<file path="config.mk">
export PLATFORM = sky130hd
export DESIGN_NAME = level_timed_data_capture
export DESIGN_NICKNAME = d
export VERILOG_FILES = /design/src/rtl/level_timed_data_capture.sv
export SDC_FILE = /design/constraint.sdc
export NUM_CORES = 1
export LEC_CHECK = 0
export ABC_CLOCK_PERIOD_IN_PS = 2300
export CAP_MARGIN = 20
export CORE_ASPECT_RATIO = 2
export CORE_MARGIN = 5
export CORE_UTILIZATION = 50
export CTS_CLUSTER_DIAMETER = 150
export DETAILED_ROUTE_END_ITERATION = 8
export GPL_ROUTABILITY_DRIVEN = 0
export GPL_TIMING_DRIVEN = 1
export PLACE_DENSITY = 0.73
export SLEW_MARGIN = 20
export SYNTH_ARGS = -nofsm -noshare
export SYNTH_HDL_FRONTEND = slang
export SYNTH_SLANG_ARGS = --single-unit
export TNS_END_PERCENT = 5
</file>
<file path="constraint.sdc">
create_clock -name clk -period 2.3 [get_ports clk]
set_input_delay 0.345 -clock clk [delete_from_list [all_inputs] [get_ports clk]]
set_output_delay 0.345 -clock clk [all_outputs]
set_load 0.01 [all_outputs]
</file>
<file path="src/rtl/level_timed_data_capture.sv">
`default_nettype none
// ============================================================================
// Module   : level_timed_data_capture
// Purpose  : Deserialises frames from a level-timed serial shifter into a
//            valid/ready output stage, flagging glitches, timeouts and overruns.
// Revision : 1.0 - initial release
// ============================================================================
module level_timed_data_capture #(
    parameter int DATA_W       = 8,
    parameter int SAMPLE_DLY   = 2,
    parameter int IDLE_TIMEOUT = 64
) (
    input  logic              clk,
    input  logic              rst_n,
    input  logic              sclk,
    input  logic              sda,
    output logic [DATA_W-1:0] out_data,
    output logic              out_valid,
    input  logic              out_ready,
    output logic              overrun,
    output logic              frame_err,
    output logic              glitch,
    output logic              busy
);

    localparam int BIT_W = $clog2(DATA_W + 1);
    localparam int HI_W  = 4;
    localparam int LO_W  = $clog2(IDLE_TIMEOUT + 1);

    localparam logic [HI_W-1:0]  c_sample_dly = HI_W'(SAMPLE_DLY);
    localparam logic [LO_W-1:0]  c_timeout    = LO_W'(IDLE_TIMEOUT);
    localparam logic [BIT_W-1:0] c_last_bit   = BIT_W'(DATA_W - 1);

    typedef enum logic [1:0] {
        ST_IDLE    = 2'd0,
        ST_LOW     = 2'd1,
        ST_HIGH    = 2'd2,
        ST_DONE_HI = 2'd3
    } state_t;

    logic [1:0]        sclk_sync_q;
    logic [1:0]        sda_sync_q;
    state_t            state_q,    state_d;
    logic [BIT_W-1:0]  bit_cnt_q,  bit_cnt_d;
    logic [HI_W-1:0]   hi_cnt_q,   hi_cnt_d;
    logic [LO_W-1:0]   lo_cnt_q,   lo_cnt_d;
    logic [DATA_W-1:0] shreg_q,    shreg_d;
    logic              complete_q, complete_d;
    logic              glitch_q,   glitch_d;
    logic              frame_err_q, frame_err_d;
    logic [DATA_W-1:0] out_data_q;
    logic              out_valid_q;
    logic              overrun_q;

    logic              w_sclk_s;
    logic              w_sda_s;
    logic              w_take_sample;
    logic [HI_W-1:0]   w_hi_next;
    logic [LO_W-1:0]   w_lo_next;

    // Data sync idles high so a released line never looks like a 0 bit
    always_ff @(posedge clk or negedge rst_n) begin
        if (!rst_n) begin
            sclk_sync_q <= 2'b00;
            sda_sync_q  <= 2'b11;
        end else begin
            sclk_sync_q <= {sclk_sync_q[0], sclk};
            sda_sync_q  <= {sda_sync_q[0], sda};
        end
    end

    assign w_sclk_s  = sclk_sync_q[1];
    assign w_sda_s   = sda_sync_q[1];
    assign w_hi_next = hi_cnt_q + 1'b1;
    assign w_lo_next = lo_cnt_q + 1'b1;

    always_ff @(posedge clk or negedge rst_n) begin
        if (!rst_n) begin
            state_q     <= ST_IDLE;
            bit_cnt_q   <= '0;
            hi_cnt_q    <= '0;
            lo_cnt_q    <= '0;
            shreg_q     <= '0;
            complete_q  <= 1'b0;
            glitch_q    <= 1'b0;
            frame_err_q <= 1'b0;
        end else begin
            state_q     <= state_d;
            bit_cnt_q   <= bit_cnt_d;
            hi_cnt_q    <= hi_cnt_d;
            lo_cnt_q    <= lo_cnt_d;
            shreg_q     <= shreg_d;
            complete_q  <= complete_d;
            glitch_q    <= glitch_d;
            frame_err_q <= frame_err_d;
        end
    end

    always_comb begin
        state_d       = state_q;
        bit_cnt_d     = bit_cnt_q;
        hi_cnt_d      = hi_cnt_q;
        lo_cnt_d      = lo_cnt_q;
        shreg_d       = shreg_q;
        complete_d    = 1'b0;
        glitch_d      = 1'b0;
        frame_err_d   = 1'b0;
        w_take_sample = 1'b0;

        case (state_q)
            ST_IDLE, ST_LOW: begin
                if (state_q == ST_IDLE) begin
                    bit_cnt_d = '0;
                end
                if (w_sclk_s) begin
                    lo_cnt_d = '0;
                    hi_cnt_d = HI_W'(1);
                    // The first high cycle already satisfies a one-cycle delay
                    if (SAMPLE_DLY == 1) begin
                        w_take_sample = 1'b1;
                    end else begin
                        state_d = ST_HIGH;
                    end
                end else if (state_q == ST_LOW) begin
                    lo_cnt_d = w_lo_next;
                    if ((bit_cnt_q != '0) && (w_lo_next == c_timeout)) begin
                        bit_cnt_d   = '0;
                        shreg_d     = '0;
                        lo_cnt_d    = '0;
                        frame_err_d = 1'b1;
                        state_d     = ST_IDLE;
                    end
                end
            end
            ST_HIGH: begin
                if (w_sclk_s) begin
                    hi_cnt_d = w_hi_next;
                    if (w_hi_next == c_sample_dly) begin
                        w_take_sample = 1'b1;
                    end
                end else begin
                    glitch_d = 1'b1;
                    lo_cnt_d = LO_W'(1);
                    state_d  = (bit_cnt_q == '0) ? ST_IDLE : ST_LOW;
                end
            end
            ST_DONE_HI: begin
                if (!w_sclk_s) begin
                    lo_cnt_d = LO_W'(1);
                    state_d  = (bit_cnt_q == '0) ? ST_IDLE : ST_LOW;
                end
            end
            default: begin
                state_d = ST_IDLE;
            end
        endcase

        if (w_take_sample) begin
            shreg_d = {shreg_q[DATA_W-2:0], w_sda_s};
            state_d = ST_DONE_HI;
            if (bit_cnt_q == c_last_bit) begin
                bit_cnt_d  = '0;
                complete_d = 1'b1;
            end else begin
                bit_cnt_d = bit_cnt_q + 1'b1;
            end
        end
    end

    // shreg is stable in DONE_HI, so it still holds the frame one cycle later
    always_ff @(posedge clk or negedge rst_n) begin
        if (!rst_n) begin
            out_data_q  <= '0;
            out_valid_q <= 1'b0;
            overrun_q   <= 1'b0;
        end else begin
            overrun_q <= 1'b0;
            if (complete_q) begin
                if (!out_valid_q || out_ready) begin
                    out_data_q  <= shreg_q;
                    out_valid_q <= 1'b1;
                end else begin
                    overrun_q <= 1'b1;
                end
            end else if (out_valid_q && out_ready) begin
                out_valid_q <= 1'b0;
            end
        end
    end

    assign out_data  = out_data_q;
    assign out_valid = out_valid_q;
    assign overrun   = overrun_q;
    assign frame_err = frame_err_q;
    assign glitch    = glitch_q;
    assign busy      = (state_q != ST_IDLE);

endmodule
`default_nettype wire

</file>
==> impl_metrics.toml <==
[global_routing]
grt_max_degree = 25
grt_pass1_wl_mm = 6.727
grt_pass1_vias = 1585
antenna_found_initial = 0
grt_overflow = 0
grt_use_total_pct = 16.58

[clock_tree]
cts_made_buffers = 5
ctsRootBufferMaster = "clkbuf_8"
cts_setup_buffers = 0
cts.sinks = 42
clk-insertion-delay-late_ns = 0.29
ctsResizeCount = 0
ctsLongestPathBuffers = 2
cts.htree.levels = 2
clk_pin_slew_ns = 0.08
tritoncts = "built"

[min_path]
min_path_type = "register to register"
hold_start = "sclk_sync_q[0]"

[finish]
drive_above_1_share_pct = 13.78
instances_no_fill = 276
area.growth.synth_to_final_pct = 17.16
fin_area_sq_um = 2350
n_antenna_cell = 0
fin_nets = 235
fillCellCount = 344

[yosys]
synth_edf_count = 0
synth_cell_types = 36
synth_top_area_share_pct = 49.91
syn_nets = 214
ys_warn_count = 0
ys_ff_latch = 42
synthArstFlopShare_pct = 100.0
synthTopCellsByCount = "nand2_1, dfrtp_1, o21ai_0, o21ai_1, nor2_1"
syn_area_per_cell_sq_um = 9.880
syn_inst = 203
yosysSeqAreaShare_pct = 52.53
synth_area_sq_um = 2006
synthFlopType = "dfrtp_1"
synth_area_leaders = "dfrtp_1, nand2_1, mux2_2"
synth_top_area_cell = "dfrtp_1"
synth_most_common_cell = "nand2_1"

[die]
num_io_pins = 18
dieArea_sq_um = 5455
die_h_microns = 99.57
num_rows = 32
dieWidth_microns = 54.79
core-area_sq_um = 3884
start_util_pct = 51.64

[route]
drt_iter0_drc = 31
num_vias = 1502
firstDrtPassIters = 4
drtAntennaViolNets = 0
wl_mm = 3.738
wl_per_cell_microns = 13.54
post_drt_via_cell_ratio = 5.442
route.detailed.drc = 0

[setup_path]
path_cells = "buf_4 -> or2_2 -> clkdlybuf4s50_1"
critPathMaxStageDelay_ns = 0.49
cp-startpoint = "state_q[0]"
path_buf_inv = 2
endpoint_kind = "output pin"
crit_slowest_cell = "clkdlybuf4s50_1"
crit_fanout = 15
cp_data_required_time_ns = 1.96
cpLargestDelayFamily = "buffers and inverters"
rr_startpoint = "lo_cnt_q[0]"
path_class = "register to output pin"
worstPathArrival_ns = 1.70
startpoint_type = "register"
r2r_slack_ns = 0.36

[status]
outcome = "finished clean"

[sta]
final_hold_viol_count = 0
min_period_ns = 2.040
rsz0062_at_grt = "no"
worst_pin_slew_ns = 0.9112
fin_skew_ns = 0.006412
setup-tns-final_ns = 0
setup_viol = 0
finalWorstSetupSlack_ns = 0.2596
min_period_over_period_pct = 88.71
slew_headroom_pct = 38.98
max_freq_mhz = 490.1
drv_slew = 0

[placement]
dp_hpwl_mm = 2.864
placed_cells = 267
dpl_worst_slack_ns = 0.3459
portBuffers = 17
postPlaceCellArea_sq_um = 2233

[pwr]
cellPowerDensity_nw_per_um2 = 792.9
power_w = 0.001863
peakVddDrop_mv = 0.4794
leakage_nw = 1.056

[flow_run]
cap_viol_max_count = 0
==> metal layers <==
layer | up-vias | track usage (%) | share of wire, %
met2 | 24 | 31.02 | 58
met3 | 6 | 3.598 | 3.4
met5 | - | 0 | 0
met1 | 740 | 16.55 | 37
li1 | 732 | - | -
met4 | 0 | 5.758 | 1.6
==> layout by cell type, fill, tap and decap left out, types with 2 or more instances in the layout <==
master           synthesis  final
nand2_1                 41     41
dfrtp_1                 40     40
clkdlybuf4s50_1          0     16
o21ai_0                 15     15
o21ai_1                 13     13
nor2_1                  10     10
mux2_2                   9      9
inv_1                    8      8
nand3_1                  6      6
xor2_1                   6      6
ha_1                     6      6
a21oi_1                  5      5
clkbuf_8                 0      5
nor3_1                   4      4
buf_4                    0      4
xnor2_1                  3      3
and3_1                   3      3
or2_2                    2      2
nand2b_1                 2      2
o211ai_1                 2      2
nand4_1                  2      2
o31ai_1                  2      2
o22ai_1                  2      2
clkbuf_1                 6      2
dfstp_2                  2      2
==> flip-flops by register name, indices dropped and copies added (netlist names) <==
name and flops:
out_data 8, frame_err 1, sda_sync_q 2, complete_q 1, shreg_q 8, glitch 1
out_valid 1, overrun 1, bit_cnt_q 4, state_q 2, hi_cnt_q 4, sclk_sync_q 2
lo_cnt_q 7
==> report_power, final <==
group / leakage [nW] / switching [W] / internal, W
Clock: 0.0524 / 0.000236 / 0.000325
Sequential: 0.558 / 0.0000985 / 0.000847
Combinational: 0.446 / 0.000217 / 0.000140
Total: 1.06 / 0.000552 / 0.00131
==> metrics by stage <==
| stage | hold WS, ns | utilization, % |
|---|---|---|
| floorplan | 0.04941 | - |
| global placement | 0.3026 | 57.51 |
| detailed placement | 0.3017 | 57.51 |
| CTS | 0.3601 | 60.50 |
| global route | 0.3665 | 60.50 |
| finish | 0.3566 | 60.50 |
==> cells by family after synthesis <==
logic type	Yosys count	synth area share (%)
flip-flops	42	52.53
adder cells (fa/ha/maj)	6	3.743
XOR/XNOR	9	3.930
buffers and inverters	16	3.056
AO/OA/AOI/OAI	43	13.04
multiplexers	9	5.053
AND/OR/NAND/NOR	78	18.65
==> timing repair <==
| item | 4_1_cts | 5_1_grt |
|---|---|---|
| hold buffers | 1 | 0 |
| endpoints found under the setup margin | 0 | 0 |
| endpoints found under the hold margin | 16 | 0 |
==> area by class of cell <==
type / count / area [sq um] / share of cell area [%]
timing repair buffer: 22 / 205.2 / 8.733
inverter: 8 / 30.03 / 1.278
sequential: 42 / 1054 / 44.83
clock buffer: 7 / 76.32 / 3.248
multi-input combinational: 145 / 890.9 / 37.91
clock inverter: 1 / 30.03 / 1.278
tap: 51 / 63.81 / 2.716
==> path summary, 6_finish.rpt <==
path	to	cells after the start
setup / recovery	busy	3
hold / removal	sclk_sync_q[1]	0
setup reg to reg	shreg_q[5]	6
hold reg to reg	sclk_sync_q[1]	0
max in group asynchronous	out_data[5]	3
min in group asynchronous	hi_cnt_q[2]	2
Power figures use the tool's default switching activity.
